[config.mk]
export PLATFORM = sky130hd
export DESIGN_NAME = mem_port_arbiter
export DESIGN_NICKNAME = d
export VERILOG_FILES = /design/src/rtl/mem_port_arbiter.sv
export SDC_FILE = /design/constraint.sdc
export NUM_CORES = 1
export LEC_CHECK = 0
export ABC_AREA = 1
export BUFFER_PORTS_ARGS = -buffer_cell sky130_fd_sc_hd__buf_4
export CAP_MARGIN = 10
export CORE_MARGIN = 2
export CORE_UTILIZATION = 48
export DETAILED_ROUTE_END_ITERATION = 10
export PLACE_DENSITY = 0.84
export SYNTH_ARGS = -nofsm -noshare
export SYNTH_HDL_FRONTEND = slang
export SYNTH_SLANG_ARGS = --single-unit
[constraint.sdc]
create_clock -name clk -period 2.18 [get_ports clk]
set_clock_uncertainty 0.1 [all_clocks]
set_input_delay 0.436 -clock clk [delete_from_list [all_inputs] [get_ports clk]]
set_output_delay 0.436 -clock clk [all_outputs]
set_load 0.05 [all_outputs]
[src/rtl/mem_port_arbiter.sv]
// Arbitrates a single-port memory bank between the fetch port (IF) and the load/store port (D).
// Optional build macro MEM_ARB_ROUND_ROBIN_EN swaps D-priority/starvation arbitration for round robin.
module mem_port_arbiter #(
  parameter int MEM_LAT    = 2,
  parameter int STARVE_MAX = 3
) (
  input  logic        clk,
  input  logic        reset,
  input  logic        if_req,
  input  logic [15:0] if_addr,
  output logic        if_gnt,
  output logic        if_rvalid,
  output logic [15:0] if_rdata,
  input  logic        d_req,
  input  logic        d_we,
  input  logic [15:0] d_addr,
  input  logic [15:0] d_wdata,
  output logic        d_gnt,
  output logic        d_rvalid,
  output logic [15:0] d_rdata,
  output logic        mem_en,
  output logic        mem_we,
  output logic [15:0] mem_addr,
  output logic [15:0] mem_wdata,
  input  logic [15:0] mem_rdata,
  output logic        busy
);

  typedef enum logic [1:0] {
    IDLE   = 2'd0,
    ACCESS = 2'd1,
    RESP   = 2'd2
  } state_t;

  localparam logic       OWNER_IF = 1'b0;
  localparam logic       OWNER_D  = 1'b1;
  localparam logic [3:0] LAT_LOAD = 4'(MEM_LAT - 1);

  state_t      state_reg;
  logic [3:0]  lat_cnt_reg;
  logic        owner_reg;
  logic        we_reg;
  logic [15:0] addr_reg;
  logic [15:0] wdata_reg;
  logic        mem_en_reg;
  logic        if_rvalid_reg;
  logic        d_rvalid_reg;
  logic [15:0] if_rdata_reg;
  logic [15:0] d_rdata_reg;
  logic        d_wins;
  logic        grant_window;

`ifdef MEM_ARB_ROUND_ROBIN_EN
  logic last_owner_reg;

  // On contention the port that did not own the previous access wins.
  always_comb begin
    d_wins = d_req && (!if_req || (last_owner_reg == OWNER_IF));
  end

  always_ff @(posedge clk) begin
    if (reset) begin
      last_owner_reg <= OWNER_IF;
    end else if (if_gnt) begin
      last_owner_reg <= OWNER_IF;
    end else if (d_gnt) begin
      last_owner_reg <= OWNER_D;
    end
  end
`else
  localparam logic [3:0] STARVE_LIM = 4'(STARVE_MAX);

  logic [3:0] starve_cnt_reg;

  // D has priority until IF has lost STARVE_MAX grants in a row.
  always_comb begin
    d_wins = d_req && (!if_req || (starve_cnt_reg != STARVE_LIM));
  end

  always_ff @(posedge clk) begin
    if (reset) begin
      starve_cnt_reg <= '0;
    end else if (state_reg == IDLE) begin
      if (d_gnt && if_req) begin
        if (starve_cnt_reg != STARVE_LIM) begin
          starve_cnt_reg <= starve_cnt_reg + 4'd1;
        end
      end else if (if_gnt || !if_req) begin
        starve_cnt_reg <= '0;
      end
    end
  end
`endif

  // Grants are only offered from IDLE and never while reset is asserted.
  assign grant_window = (state_reg == IDLE) && !reset;
  assign if_gnt       = grant_window && if_req && !d_wins;
  assign d_gnt        = grant_window && d_wins;

  always_ff @(posedge clk) begin
    if (reset) begin
      state_reg     <= IDLE;
      lat_cnt_reg   <= '0;
      owner_reg     <= OWNER_IF;
      we_reg        <= 1'b0;
      addr_reg      <= '0;
      wdata_reg     <= '0;
      mem_en_reg    <= 1'b0;
      if_rvalid_reg <= 1'b0;
      d_rvalid_reg  <= 1'b0;
      if_rdata_reg  <= '0;
      d_rdata_reg   <= '0;
    end else begin
      case (state_reg)
        IDLE: begin
          if (if_gnt || d_gnt) begin
            addr_reg    <= d_wins ? d_addr : if_addr;
            wdata_reg   <= d_wins ? d_wdata : 16'h0000;
            we_reg      <= d_wins && d_we;
            owner_reg   <= d_wins ? OWNER_D : OWNER_IF;
            lat_cnt_reg <= LAT_LOAD;
            mem_en_reg  <= 1'b1;
            state_reg   <= ACCESS;
          end
        end
        ACCESS: begin
          if (lat_cnt_reg == 4'd0) begin
            // mem_rdata is valid only in the final access cycle.
            if (!we_reg) begin
              if (owner_reg == OWNER_D) begin
                d_rdata_reg <= mem_rdata;
              end else begin
                if_rdata_reg <= mem_rdata;
              end
            end
            mem_en_reg    <= 1'b0;
            if_rvalid_reg <= (owner_reg == OWNER_IF);
            d_rvalid_reg  <= (owner_reg == OWNER_D);
            state_reg     <= RESP;
          end else begin
            lat_cnt_reg <= lat_cnt_reg - 4'd1;
          end
        end
        RESP: begin
          if_rvalid_reg <= 1'b0;
          d_rvalid_reg  <= 1'b0;
          state_reg     <= IDLE;
        end
        default: begin
          state_reg <= IDLE;
        end
      endcase
    end
  end

  assign mem_en    = mem_en_reg;
  assign mem_we    = mem_en_reg && we_reg;
  assign mem_addr  = addr_reg;
  assign mem_wdata = wdata_reg;
  assign if_rvalid = if_rvalid_reg;
  assign d_rvalid  = d_rvalid_reg;
  assign if_rdata  = if_rdata_reg;
  assign d_rdata   = d_rdata_reg;
  assign busy      = (state_reg != IDLE);

endmodule
=== Yosys cells after proc, flatten, opt, wreduce, memory -nomap -nowiden ===
Cells that the tools add are included.

* Register bits: 79
* Output and inout bits: 71
* Logic and storage cells: 70

* Add/sub/neg operators: 2
* Equal/unequal tests: 7
* Multiplexer cells: 19
* Bitwise operators: 2
* Reductions and logical operators: 28

{| class="wikitable"
|+ Operator list
! operator !! count
|-
| $mux W16 || 2
|-
| $mux W4 || 5
|-
| $reduce_and A3 Y1 || 3
|-
| $logic_and A1 B1 Y1 || 8
|-
| $pmux W4 S2 || 1
|-
| $reduce_and A4 Y1 || 2
|-
| $reduce_bool A2 Y1 || 4
|-
| $ne A2 B2 Y1 const B || 3
|-
| $pmux W1 S2 || 3
|-
| $reduce_and A2 Y1 || 3
|-
| $mux W1 || 5
|-
| $add A4 B1 Y4 const B || 1
|-
| $logic_not A4 Y1 || 1
|-
| $mux W2 || 2
|-
| $ne A4 B2 Y1 const B || 1
|-
| $pmux W2 S2 || 1
|-
| $sub A4 B1 Y4 const B || 1
|-
| $logic_not A1 Y1 || 3
|-
| $logic_or A1 B1 Y1 || 3
|-
| $eq A2 B1 Y1 const B || 1
|-
| $eq A2 B2 Y1 const B || 1
|-
| $logic_not A2 Y1 || 1
|-
| $ne A2 B1 Y1 const B || 1
|-
| $not A1 Y1 || 2
|}

=== Logic depth before layout (Yosys ltp) ===
Gate-level depths: netlist of run 1.

* Depth after elaboration: 8
* Gate-level depth with buffers: 10

=== Worst setup path before layout of run 1 ===
No wires, ideal clock.

* Kind: flip-flop to output port
* From: reg starve_cnt_reg[0]
* To: out if_gnt
* Arrival: 1709 ps
* Required time: 1644 ps
* Path slack: -65 ps
* Cell stages (with the launch flop): 9
* Cell sequence: dfxtp_1 ha_1 nand2_1 inv_2 nand2_2 nand2_4 inv_2 buf_4 nor2_1

* Cells in the longest elaborated chain, start to end: 5

{| class="wikitable"
|+ RTL lines
! element !! line !! text
|-
| start, declared || 73 || <nowiki>logic [3:0] starve_cnt_reg;</nowiki>
|-
| start signal, assigned || 86 || <nowiki>starve_cnt_reg <= starve_cnt_reg + 4'd1;</nowiki>
|-
| $ne A4 B2 Y1 || 77 || <nowiki>d_wins = d_req && (!if_req || (starve_cnt_reg != STARVE_LIM));</nowiki>
|-
| $logic_or A1 B1 Y1 || 77 ||
|-
| $logic_and A1 B1 Y1 || 77 ||
|-
| $logic_not A1 Y1 || 97 || <nowiki>assign if_gnt = grant_window && if_req && !d_wins;</nowiki>
|-
| $logic_and A1 B1 Y1 || 97 ||
|-
| end, declared || 11 || <nowiki>output logic if_gnt,</nowiki>
|}

Every way passes these cells.

=== Worst setup path after layout of run 1 ===
* From: reg starve_cnt_reg[0]
* To: out d_gnt

* Cells in the longest elaborated chain, start to end: 4

{| class="wikitable"
|+ RTL lines
! element !! line !! text
|-
| $ne A4 B2 Y1 || 77 ||
|-
| $logic_or A1 B1 Y1 || 77 ||
|-
| $logic_and A1 B1 Y1 || 77 ||
|-
| $logic_and A1 B1 Y1 || 98 || <nowiki>assign d_gnt = grant_window && d_wins;</nowiki>
|-
| end, declared || 18 || <nowiki>output logic d_gnt,</nowiki>
|}

Every way passes these cells.

==> results of run 1 <==
## worst max path at each step
| stage | slack (ns) | to | start | cells after the start |
|---|---|---|---|---|
| 6_report | 0.10 | d_gnt | starve_cnt_reg[0] | 9 |
| 5_1_grt | 0.007 | d_gnt | starve_cnt_reg[0] | 9 |
| 3_3_place_gp | 0.29 | d_gnt | if_req | 9 |
| 2_1_floorplan | 0.17 | if_gnt | starve_cnt_reg[0] | 8 |
| 3_5_place_dp | 0.25 | d_gnt | if_req | 9 |
| 4_1_cts | 0.06 | d_gnt | starve_cnt_reg[0] | 9 |
## cell type report
class,instances,area share
sequential,79,0.3349
tap,96,0.02544
multi-input combinational,334,0.3275
timing repair buffer,149,0.2403
clock buffer,9,0.02623
clock inverter,7,0.01722
inverter,34,0.02835
## cells in the mapped netlist, drive strengths merged, types with 2 or more instances
| library cell | count |
|---|---|
| a21oi | 22 |
| nand2 | 108 |
| buf | 19 |
| clkbuf | 6 |
| o21ai | 36 |
| nor3 | 17 |
| ha | 3 |
| nand3 | 40 |
| dfxtp | 79 |
| xnor2 | 2 |
| inv | 33 |
| nor2 | 102 |
## routing by layer
layer	up-vias	global-route usage
li1	1761	-
met4	0	0.09231
met2	111	0.3829
met1	1521	0.2428
met5	-	0
met3	10	0.05090
## critical path: cells and delay by family (launching register included)
family        cells  cell delay, ns
fa+ha+maj         1            0.22
buf+inv           4            0.33
flops             1            0.34
simple gates      4            0.30
## cells by family (layout without fill, tap and decap cells)
group | Yosys count | after routing
buffers and inverters | 59 | 199
AOI/OAI and AO/OA | 60 | 60
DFF | 79 | 79
adders and majority gates | 3 | 3
and+or+nand+nor | 268 | 268
xor gates and xnor gates | 3 | 3
## power breakdown
group | leakage, uW | switching (uW) | total [uW] | internal (uW)
registers | 0.000645 | 59.9 | 1600 | 1540
clock network | 0.0000940 | 557 | 1100 | 542
logic | 0.00154 | 665 | 1010 | 343
total | 0.00228 | 1280 | 3710 | 2430
## placed cells by master, fill, tap and decap left out, types with 2 or more instances in the layout
cell / count
buf_4: 147
ha_1: 3
o21ai_1: 29
inv_1: 26
nor2_4: 4
nand2_2: 2
nor2_1: 96
dfxtp_1: 79
o21ai_0: 7
nand3_1: 40
nand2_4: 3
nor2_2: 2
xnor2_1: 2
nor3_1: 17
clkinvlp_4: 3
a21oi_1: 22
inv_6: 2
nand2_1: 102
clkbuf_8: 9
inv_2: 6
## metrics by stage
step	setup WS, ns	area (um2)
after floorplan	0.1674	3373
after global placement	0.2852	4487
after detailed placement	0.2541	4487
after CTS	0.05956	4717
after global routing	0.006720	4722
final	0.1036	4722
## what timing repair did
| action | CTS | global route |
|---|---|---|
| endpoints found under the setup margin | 2 | 2 |
| resized for setup | 4 | 1 |
| setup buffers | 1 | 0 |
| pin swaps | 1 | 0 |
| hold buffers | 0 | 0 |
==> key figures, run 1 <==
Clocking
  • TritonCTS clock tree: done
  • Clock transition at path regs: 0.09 ns
  • TritonCTS buffer count: 9
  • Root Buffer: clkbuf_8
  • H-tree depth: 3
  • Worst skew pair latency: 0.35 ns
  • Total clock sinks: 79
  • CTS max path bufs: 2

Setup path
  • Worst r2r dst: d_rdata[13]
  • Critical path's largest stage delay: 0.34 ns
  • Reg2reg path depth: 8
  • Arrival @ worst endpoint: 1.54 ns
  • FF-to-FF Start: lat_cnt_reg[0]
  • Critical Path, Cell by Cell: ha_1 -> nand2_1 -> inv_2 -> nand2_4 -> nand2_8 -> inv_6 -> nand2_1 -> inv_2 -> buf_6
  • Worst setup path class: reg2out
  • Worst EP required: 1.64 ns
  • FF-to-FF setup slack: 0.53 ns
  • CP startpoint kind: register
  • Slowest CP cell: dfxtp_1
  • Critical path endpoint category: primary output
  • Critical path fanouts, max: 8

Synthesis
  • Yosys warns: 0
  • Synth Area in Compound Gates: 0.09206
  • Syn Std Cell Area: 3371 um2
  • Register area share after synthesis: 0.4692
  • Number of synthesized flops with an enable pin: 0
  • Post-synthesis mux area share: 0
  • Synth Area in Adders: 0.01114
  • Syn Inst Count: 472
  • Post-Syn Area per Cell: 7.141 um2
  • Cell variety after synth: 26
  • Synth top area cells: dfxtp_1, nand2_1, nor2_1
  • Seq cells post-synth: 79
  • Syn nets: 544
  • Synth Area in Simple Gates: 0.3404
  • Main combinational cell family by area after synthesis: simple AND/OR/NAND/NOR gates
  • Most common flop cell mapped by yosys: dfxtp_1
  • Synth Area in XOR/XNOR: 0.007795
  • Synth top area share: 0.4692
  • Area leader, netlist: dfxtp_1
  • Synth async-reset ratio: 0

Die
  • Die area: 7709 um2
  • Die H: 87.80 um
  • Initial Util: 0.4961
  • # IOs: 140
  • Num rows: 30
  • Core area: 6794 um2
  • Horiz. Die Dim: 87.80 um

Route
  • Routed len/inst: 11.76 um
  • Wire length on met3: 625 um
  • Via density: 4.806
  • Met2 WL: 3983 um
  • Via count: 3403
  • Antenna Nets Post-Route: 0
  • Final wirelength: 8329 um
  • WL met1: 3612 um
  • TritonRoute pass-1 iters: 4
  • Remaining DRCs: 0
  • Initial DRC Count: 102
  • Top Layer Used: met4

Layout
  • Area Growth Syn to Fin: 40.09%
  • Fillcell total: 539
  • Share of layout cells above drive strength 1: 0.3056
  • Ant diodes: 0
  • Fin nets: 679
  • Sequential Area: 1582 um2
  • Fin cells: 708
  • Layout Utilization: 0.6950
  • Area of the multi-input gates: 1546 um2

Pwr
  • Pleak: 0.002278 uW
  • Peak VDD IR: 528.5 uV
  • PwrDens: 785.9 nW/um2
  • Total power: 3711 uW

STA
  • Setup violators final: 0
  • Setup tns final: 0 ns
  • RSZ-0062 raised after global routing: no
  • Max Clk Rate: 481.6 MHz
  • Final worst-path cycle share: 0.9525
  • Worst hold margin: 0.2307 ns
  • Max-slew violation count: 0
  • Min Tclk post-route: 2.076 ns
  • Final Hold Fails: 0
  • Slew Limit Headroom: 0.7183
  • Actual slew at the worst max-slew pin: 0.4206 ns

Global routing
  • Largest net degree at the start of global routing: 43
  • Global route total overflow: 0
  • Global-route wire length before repair: 13220 um
  • Vias in the first global route: 3140
  • Global Route Usage Sum: 0.2142
  • Initial antenna violation count: 0

Status
  • Status: complete, no violations

Run
  • Max Cap Viol: 0

Placement
  • Quantity of I/O buffers inserted on ports: 139
  • Post-detail-place hpwl: 6203 um
  • GPL Wtd Cong: 0.8684
  • Cells after DPL: 691

Min path
  • Worst Hold Class: in2reg
  • Worst Hold Depth: 3
  • HP Start: mem_rdata[4]
  • Worst Hold End: if_rdata[4]
Power figures use the tool's default switching activity.
==> inputs of run 2 (changes only) <==
ABC_AREA = 0   (was 1)
PLACE_DENSITY = 0.83   (was 0.84)
==> run 2 against run 1 <==
  * Sequential power about the same
  * Critical path depth down 3
  * Combinational power down 7%
  * Highest routed layer unchanged
  * Largest power group unchanged
  * Hold slack better by 0.022 ns
==> key figures, run 2 <==
Setup path
  • CP startpoint kind: register (unchanged)
  • FF-to-FF Start: lat_cnt_reg[0] (unchanged)
  • Critical path's largest stage delay: 0.37 ns (was 0.34 ns)
  • CP startpoint: starve_cnt_reg[0] (unchanged)
  • Critical Path, Cell by Cell: ha_4 -> nand4bb_4 -> buf_6 -> nand3_2 -> nor2_2 -> buf_6 (was ha_1 -> nand2_1 -> inv_2 -> nand2_4 -> nand2_8 -> inv_6 -> nand2_1 -> inv_2 -> buf_6)
  • Slowest CP cell: dfxtp_4 (was dfxtp_1)
  • Worst EP required: 1.64 ns (about the same)
  • Worst r2r dst: if_rvalid (was d_rdata[13])
  • Critical path endpoint category: primary output (unchanged)
  • Worst setup path class: reg2out (unchanged)
  • CP endpoint: d_gnt (unchanged)
  • Critical path fanouts, max: 17 (was 8)
  • Crit-path most repeated cell: buf_6
  • FF-to-FF setup slack: 0.27 ns (was 0.53 ns)
  • Arrival @ worst endpoint: 1.56 ns (was 1.54 ns)
  • Reg2reg path depth: 5 (was 8)

Synthesis
  • Yosys warns: 0 (unchanged)
  • Number of synthesized flops with an enable pin: 0 (unchanged)
  • Seq cells post-synth: 79 (unchanged)
  • Main combinational cell family by area after synthesis: compound AO/OA/AOI/OAI gates (was simple AND/OR/NAND/NOR gates)
  • Synth top area share: 0.4548 (was 0.4692)
  • Register area share after synthesis: 0.4548 (was 0.4692)
  • Synth async-reset ratio: 0 (unchanged)
  • Most common flop cell mapped by yosys: dfxtp_1 (unchanged)
  • Synth Area in Compound Gates: 0.2634 (was 0.09206)
  • Post-synthesis mux area share: 0 (unchanged)
  • Count leader, synth: dfxtp_1 (was nand2_1)
  • Syn Std Cell Area: 3477 um2 (was 3371 um2)
  • Post-Syn Area per Cell: 8.693 um2 (was 7.141 um2)
  • Post-synth top cells: dfxtp_1, a21oi_1, nand3_1 (was nand2_1, nor2_1, dfxtp_1)
  • Cell variety after synth: 46 (was 26)
  • Synth top area cells: dfxtp_1, a21oi_1, nand3_1 (was dfxtp_1, nand2_1, nor2_1)
  • Synth Area in Simple Gates: 0.1860 (was 0.3404)
  • Syn Inst Count: 400 (was 472)
  • Synth Area in Adders: 0.01080 (was 0.01114)
  • Synth Area in XOR/XNOR: 0 (was 0.007795)
  • Area leader, netlist: dfxtp_1 (unchanged)
  • Syn nets: 472 (was 544)

STA
  • Setup violators final: 0 (unchanged)
  • Min Tclk post-route: 2.100 ns (was 2.076 ns)
  • Slew Limit Headroom: 0.6566 (was 0.7183)
  • Max-slew violation count: 0 (unchanged)
  • Setup tns final: 0 ns (unchanged)
  • Final worst-path cycle share: 0.9635 (was 0.9525)
  • Max Clk Rate: 476.1 MHz (was 481.6 MHz)
  • Final setup margin: 0.07952 ns (was 0.1036 ns)
  • Final Hold Fails: 0 (unchanged)
  • Actual slew at the worst max-slew pin: 0.5151 ns (was 0.4206 ns)
  • RSZ-0062 raised after global routing: no (unchanged)

Layout
  • Most common cell after layout, fill and taps aside: buf_4 (unchanged)
  • Area Growth Syn to Fin: 39.87% (was 40.09%)
  • Fin nets: 598 (was 679)
  • Fin cells: 630 (was 708)
  • Ant diodes: 0 (unchanged)
  • Share of layout cells above drive strength 1: 0.3559 (was 0.3056)
  • Layout Utilization: 0.6815 (was 0.6950)
  • Most frequent cells in the layout: buf_4, dfxtp_1, a21oi_1 (was buf_4, nand2_1, nor2_1)
  • Fillcell total: 596 (was 539)

Clocking
  • TritonCTS clock tree: done (unchanged)
  • TritonCTS buffer count: 9 (unchanged)
  • Clock transition at path regs: 0.09 ns (about the same)
  • Post-CTS setup buffer count: 0 (was 1)
  • H-tree depth: 3 (unchanged)
  • Root Buffer: clkbuf_8 (unchanged)
  • Total clock sinks: 79 (unchanged)
  • Worst skew pair latency: 0.34 ns (was 0.35 ns)
  • CTS max path bufs: 2 (unchanged)

Placement
  • Post-detail-place hpwl: 6533 um (was 6203 um)
  • Quantity of I/O buffers inserted on ports: 139 (unchanged)
  • Cells after DPL: 614 (was 691)
  • Pre-CTS setup slack: 0.2065 ns (was 0.2541 ns)
  • GPL Wtd Cong: 0.8222 (was 0.8684)

Global routing
  • Global route total overflow: 0 (unchanged)
  • Met2 usage in global routing: 0.3899 (was 0.3829)
  • Met1 usage: 0.3080 (was 0.2428)
  • Global Route Usage Sum: 0.2373 (was 0.2142)
  • Global-route wire length before repair: 14950 um (was 13220 um)
  • Largest net degree at the start of global routing: 41 (was 43)
  • Vias in the first global route: 3254 (was 3140)
  • GR peak layer: met2 (unchanged)
  • Grt met3 use: 0.03047 (was 0.05090)
  • Initial antenna violation count: 0 (unchanged)

Pwr
  • PwrDens: 773.6 nW/um2 (was 785.9 nW/um2)
  • Peak VDD IR: 489.7 uV (was 528.5 uV)
  • Pleak: 0.001981 uW (was 0.002278 uW)
  • Total power: 3762 uW (was 3711 uW)

Run
  • Max Cap Viol: 0 (unchanged)

Die
  • Core area: 7137 um2 (was 6794 um2)
  • Num rows: 31 (was 30)
  • # IOs: 140 (unchanged)
  • Die H: 89.11 um (was 87.80 um)
  • Horiz. Die Dim: 89.11 um (was 87.80 um)
  • Die area: 7941 um2 (was 7709 um2)
  • Initial Util: 0.4872 (was 0.4961)

Route
  • TritonRoute pass-1 iters: 4 (unchanged)
  • Final wirelength: 9443 um (was 8329 um)
  • Routed len/inst: 14.99 um (was 11.76 um)
  • Antenna Nets Post-Route: 0 (unchanged)
  • Via count: 3554 (was 3403)
  • Remaining DRCs: 0 (unchanged)
  • Via density: 5.641 (was 4.806)
  • Initial DRC Count: 220 (was 102)

Status
  • Status: complete, no violations (unchanged)

Min path
  • Worst Hold Class: in2reg (unchanged)
run 2: cell type report:
cell class,count,area (um2),share of cell area
Clock buffer,10,137.6,0.02830
Multi-Input combinational cell,258,1663,0.3419
Clock inverter,6,92.59,0.01904
Tap cell,99,123.9,0.02547
Sequential cell,79,1589,0.3267
Inverter,24,90.09,0.01852
Timing Repair Buffer,154,1167,0.2400
run 2: worst max-delay path, delay by kind of cell (launching register included):
family                   cells  cell delay, ns
AND/OR/NAND/NOR              3            0.32
buffers and inverters        2            0.36
adder cells (fa/ha/maj)      1            0.18
flip-flops                   1            0.37
run 2: what timing repair did:
item,CTS,global route
setup endpoints to repair,2,2
resized for setup,7,4
pin swaps,1,1
hold buffers,0,0
run 2: kinds of logic (layout without fill, tap and decap cells):
| family | Yosys count | after routing |
|---|---|---|
| AOI/OAI and AO/OA | 151 | 151 |
| and+or+nand+nor | 104 | 104 |
| DFF | 79 | 79 |
| buffers and inverters | 63 | 194 |
| adders and majority gates | 3 | 3 |
run 2: worst min-delay path by stage:
stage | startpoint | end | slack, ns | cells past startpoint
floorplan | starve_cnt_reg[0] | starve_cnt_reg[0] | 0.36 | 2
global placement | d_rdata[7] | d_rdata[7] | 0.36 | 2
detailed placement | d_rdata[10] | d_rdata[10] | 0.37 | 2
CTS | mem_rdata[14] | if_rdata[14] | 0.24 | 3
global route | d_wdata[10] | mem_wdata[10] | 0.25 | 3
finish | mem_rdata[14] | if_rdata[14] | 0.25 | 3
run 2: stage by stage:
step / instance area [um2] / hold slack [ns]
after floorplan: 3498 / 0.3572
after global placement: 4586 / 0.3636
after detailed placement: 4586 / 0.3667
after CTS: 4855 / 0.2410
after global routing: 4863 / 0.2524
final: 4863 / 0.2531
run 2: where the power goes:
part | internal [uW] | total [uW] | switching, uW
Clock | 682 | 1230 | 545
Combinational | 327 | 943 | 616
Sequential | 1530 | 1590 | 60.7
Total | 2540 | 3760 | 1220
run 2: layer usage:
layer	vias up	share of wire
li1	1721	-
met1	1663	0.41
met2	148	0.50
met3	22	0.058
met4	0	0.026
met5	-	0
==> inputs of run 3 (changes only) <==
MAX_ROUTING_LAYER = met4   (was default)
REMOVE_ABC_BUFFERS = 1   (was default)
==> run 3 against run 2 <==
  * Die area unchanged
  * Flip-flop and latch count unchanged
  * Critical path depth is 2 lower
  * Largest power group unchanged
  * Critical endpoint is now if_gnt
==> key figures, run 3 (same netlist as run 2, synthesis figures left out) <==
Status
  • Status: complete, no violations (unchanged)

Min path
  • Worst Hold Class: in2reg (unchanged)
  • HP Start: reset (was mem_rdata[14])
  • Worst Hold End: starve_cnt_reg[0] (was if_rdata[14])
  • Worst Hold Depth: 2 (was 3)

Setup path
  • Bufs and invs on worst path: 1 (was 2)
  • FF-to-FF setup slack: 0.28 ns (was 0.27 ns)
  • Critical path fanouts, max: 5 (was 17)
  • Worst setup path class: reg2out (unchanged)
  • Critical Path, Cell by Cell: ha_4 -> nand4bb_4 -> a2111oi_4 -> buf_6 (was ha_4 -> nand4bb_4 -> buf_6 -> nand3_2 -> nor2_2 -> buf_6)
  • Arrival @ worst endpoint: 1.60 ns (was 1.56 ns)
  • FF-to-FF Start: lat_cnt_reg[0] (unchanged)
  • Critical path endpoint category: primary output (unchanged)
  • Worst r2r dst: if_rvalid (unchanged)
  • Critical path's largest stage delay: 0.38 ns (was 0.37 ns)
  • Reg2reg path depth: 5 (unchanged)
  • Cell family with most CP delay: flip-flops (unchanged)
  • Worst EP required: 1.64 ns (about the same)
  • CP startpoint kind: register (unchanged)
  • Slowest CP cell: dfxtp_4 (unchanged)

Clocking
  • TritonCTS buffer count: 9 (unchanged)
  • Cts hold-fix bufs: 0 (unchanged)
  • Total clock sinks: 79 (unchanged)
  • TritonCTS clock tree: done (unchanged)
  • Clock transition at path regs: 0.09 ns (about the same)
  • Root Buffer: clkbuf_8 (unchanged)
  • CTS max path bufs: 2 (unchanged)
  • H-tree depth: 3 (unchanged)
  • Worst skew pair latency: 0.34 ns (about the same)

Route
  • Via count: 3542 (was 3554)
  • Remaining DRCs: 0 (unchanged)
  • Initial DRC Count: 191 (was 220)
  • Final wirelength: 9764 um (was 9443 um)
  • Wire length on met3: 908 um (was 543 um)
  • Routed len/inst: 15.47 um (was 14.99 um)
  • Met2 WL: 4505 um (was 4751 um)
  • WL met1: 4200 um (was 3905 um)
  • Antenna Nets Post-Route: 0 (unchanged)
  • Top Layer Used: met4 (unchanged)
  • Via density: 5.613 (was 5.641)
  • TritonRoute pass-1 iters: 5 (was 4)

Pwr
  • Total power: 3778 uW (was 3762 uW)
  • Pleak: 0.001987 uW (was 0.001981 uW)
  • Peak VDD IR: 553.8 uV (was 489.7 uV)
  • PwrDens: 774.6 nW/um2 (was 773.6 nW/um2)

Die
  • Die area: 7941 um2 (unchanged)
  • Horiz. Die Dim: 89.11 um (unchanged)
  • Die H: 89.11 um (unchanged)
  • Core area: 7137 um2 (unchanged)
  • Num rows: 31 (unchanged)
  • Initial Util: 0.4872 (unchanged)
  • # IOs: 140 (unchanged)

STA
  • Actual slew at the worst max-slew pin: 0.5179 ns (was 0.5151 ns)
  • Max Clk Rate: 467.6 MHz (was 476.1 MHz)
  • Slew Limit Headroom: 0.6547 (was 0.6566)
  • Final Hold Fails: 0 (unchanged)
  • Min Tclk post-route: 2.139 ns (was 2.100 ns)
  • Final worst-path cycle share: 0.9810 (was 0.9635)
  • Max-slew violation count: 0 (unchanged)
  • Setup violators final: 0 (unchanged)
  • RSZ-0062 raised after global routing: yes (was no)
  • Worst hold margin: 0.2202 ns (was 0.2531 ns)
  • Setup tns final: 0 ns (unchanged)

Layout
  • Fin nets: 599 (was 598)
  • Design area: 4877 um2 (was 4863 um2)
  • Ant diodes: 0 (unchanged)
  • Fin cells: 631 (was 630)
  • Most frequent cells in the layout: buf_4, dfxtp_1, a21oi_1 (unchanged)
  • Area Growth Syn to Fin: 40.27% (was 39.87%)
  • Fillcell total: 591 (was 596)
  • Most common cell after layout, fill and taps aside: buf_4 (unchanged)
  • Share of layout cells above drive strength 1: 0.3515 (was 0.3559)

Global routing
  • Global Route Usage Sum: 0.2420 (was 0.2373)
  • Global-route wire length before repair: 14760 um (was 14950 um)
  • Global route total overflow: 0 (unchanged)
  • Largest net degree at the start of global routing: 54 (was 41)
  • Initial antenna violation count: 0 (unchanged)
  • Vias in the first global route: 3186 (was 3254)

Placement
  • GPL Wtd Cong: 0.8055 (was 0.8222)
  • Quantity of I/O buffers inserted on ports: 139 (unchanged)
  • Cells after DPL: 613 (was 614)
  • Post-detail-place hpwl: 6622 um (was 6533 um)
  • Area of placed instances: 4566 um2 (was 4586 um2)

Run
  • Max Cap Viol: 0 (unchanged)
[run 3: area by class of cell]
class                      count  area [um2]  area share
clock buffer                  10       137.6     0.02822
tap                           99       123.9     0.02540
timing repair buffer         155        1175      0.2409
sequential                    79        1589      0.3258
multi-input combinational    258        1669      0.3422
clock inverter                 6       92.59     0.01898
inverter                      24       90.09     0.01847
[run 3: worst max path at each step]
stage	startpoint	end	slack (ns)	depth (start not counted)
3_5_place_dp	starve_cnt_reg[0]	if_gnt	0.22	4
5_1_grt	starve_cnt_reg[1]	if_gnt	-0.008	4
4_1_cts	starve_cnt_reg[0]	if_gnt	0.01	4
6_report	starve_cnt_reg[1]	if_gnt	0.04	4
2_1_floorplan	state_reg[1]	if_gnt	-2.19	3
3_3_place_gp	starve_cnt_reg[0]	if_gnt	0.28	4
[run 3: power breakdown]
part	leakage (uW)	internal [uW]	switching, uW
registers	0.000647	1530	59.6
clock network	0.000109	682	557
logic	0.00123	328	621
[run 3: layer usage]
metal | GRT usage | up-vias
li1 | - | 1722
met1 | 0.3083 | 1643
met2 | 0.3717 | 164
met3 | 0.06464 | 13
met4 | 0.08412 | 0
met5 | - | -
[run 3: stage by stage]
stage,setup WS [ns],utilization
CTS,0.01300,0.6771
finish,0.04141,0.6834
detailed placement,0.2223,0.6397
floorplan,-2.187,-
global route,-0.007654,0.6834
global placement,0.2823,0.6397
[run 3: repair_timing]
item | CTS | global route
gates cloned | 0 | 0
setup endpoints to repair | 2 | 2
pin swaps | 2 | 2
buffers inserted | 1 | 1
resized for setup | 8 | 5
hold endpoints to repair | 0 | 0
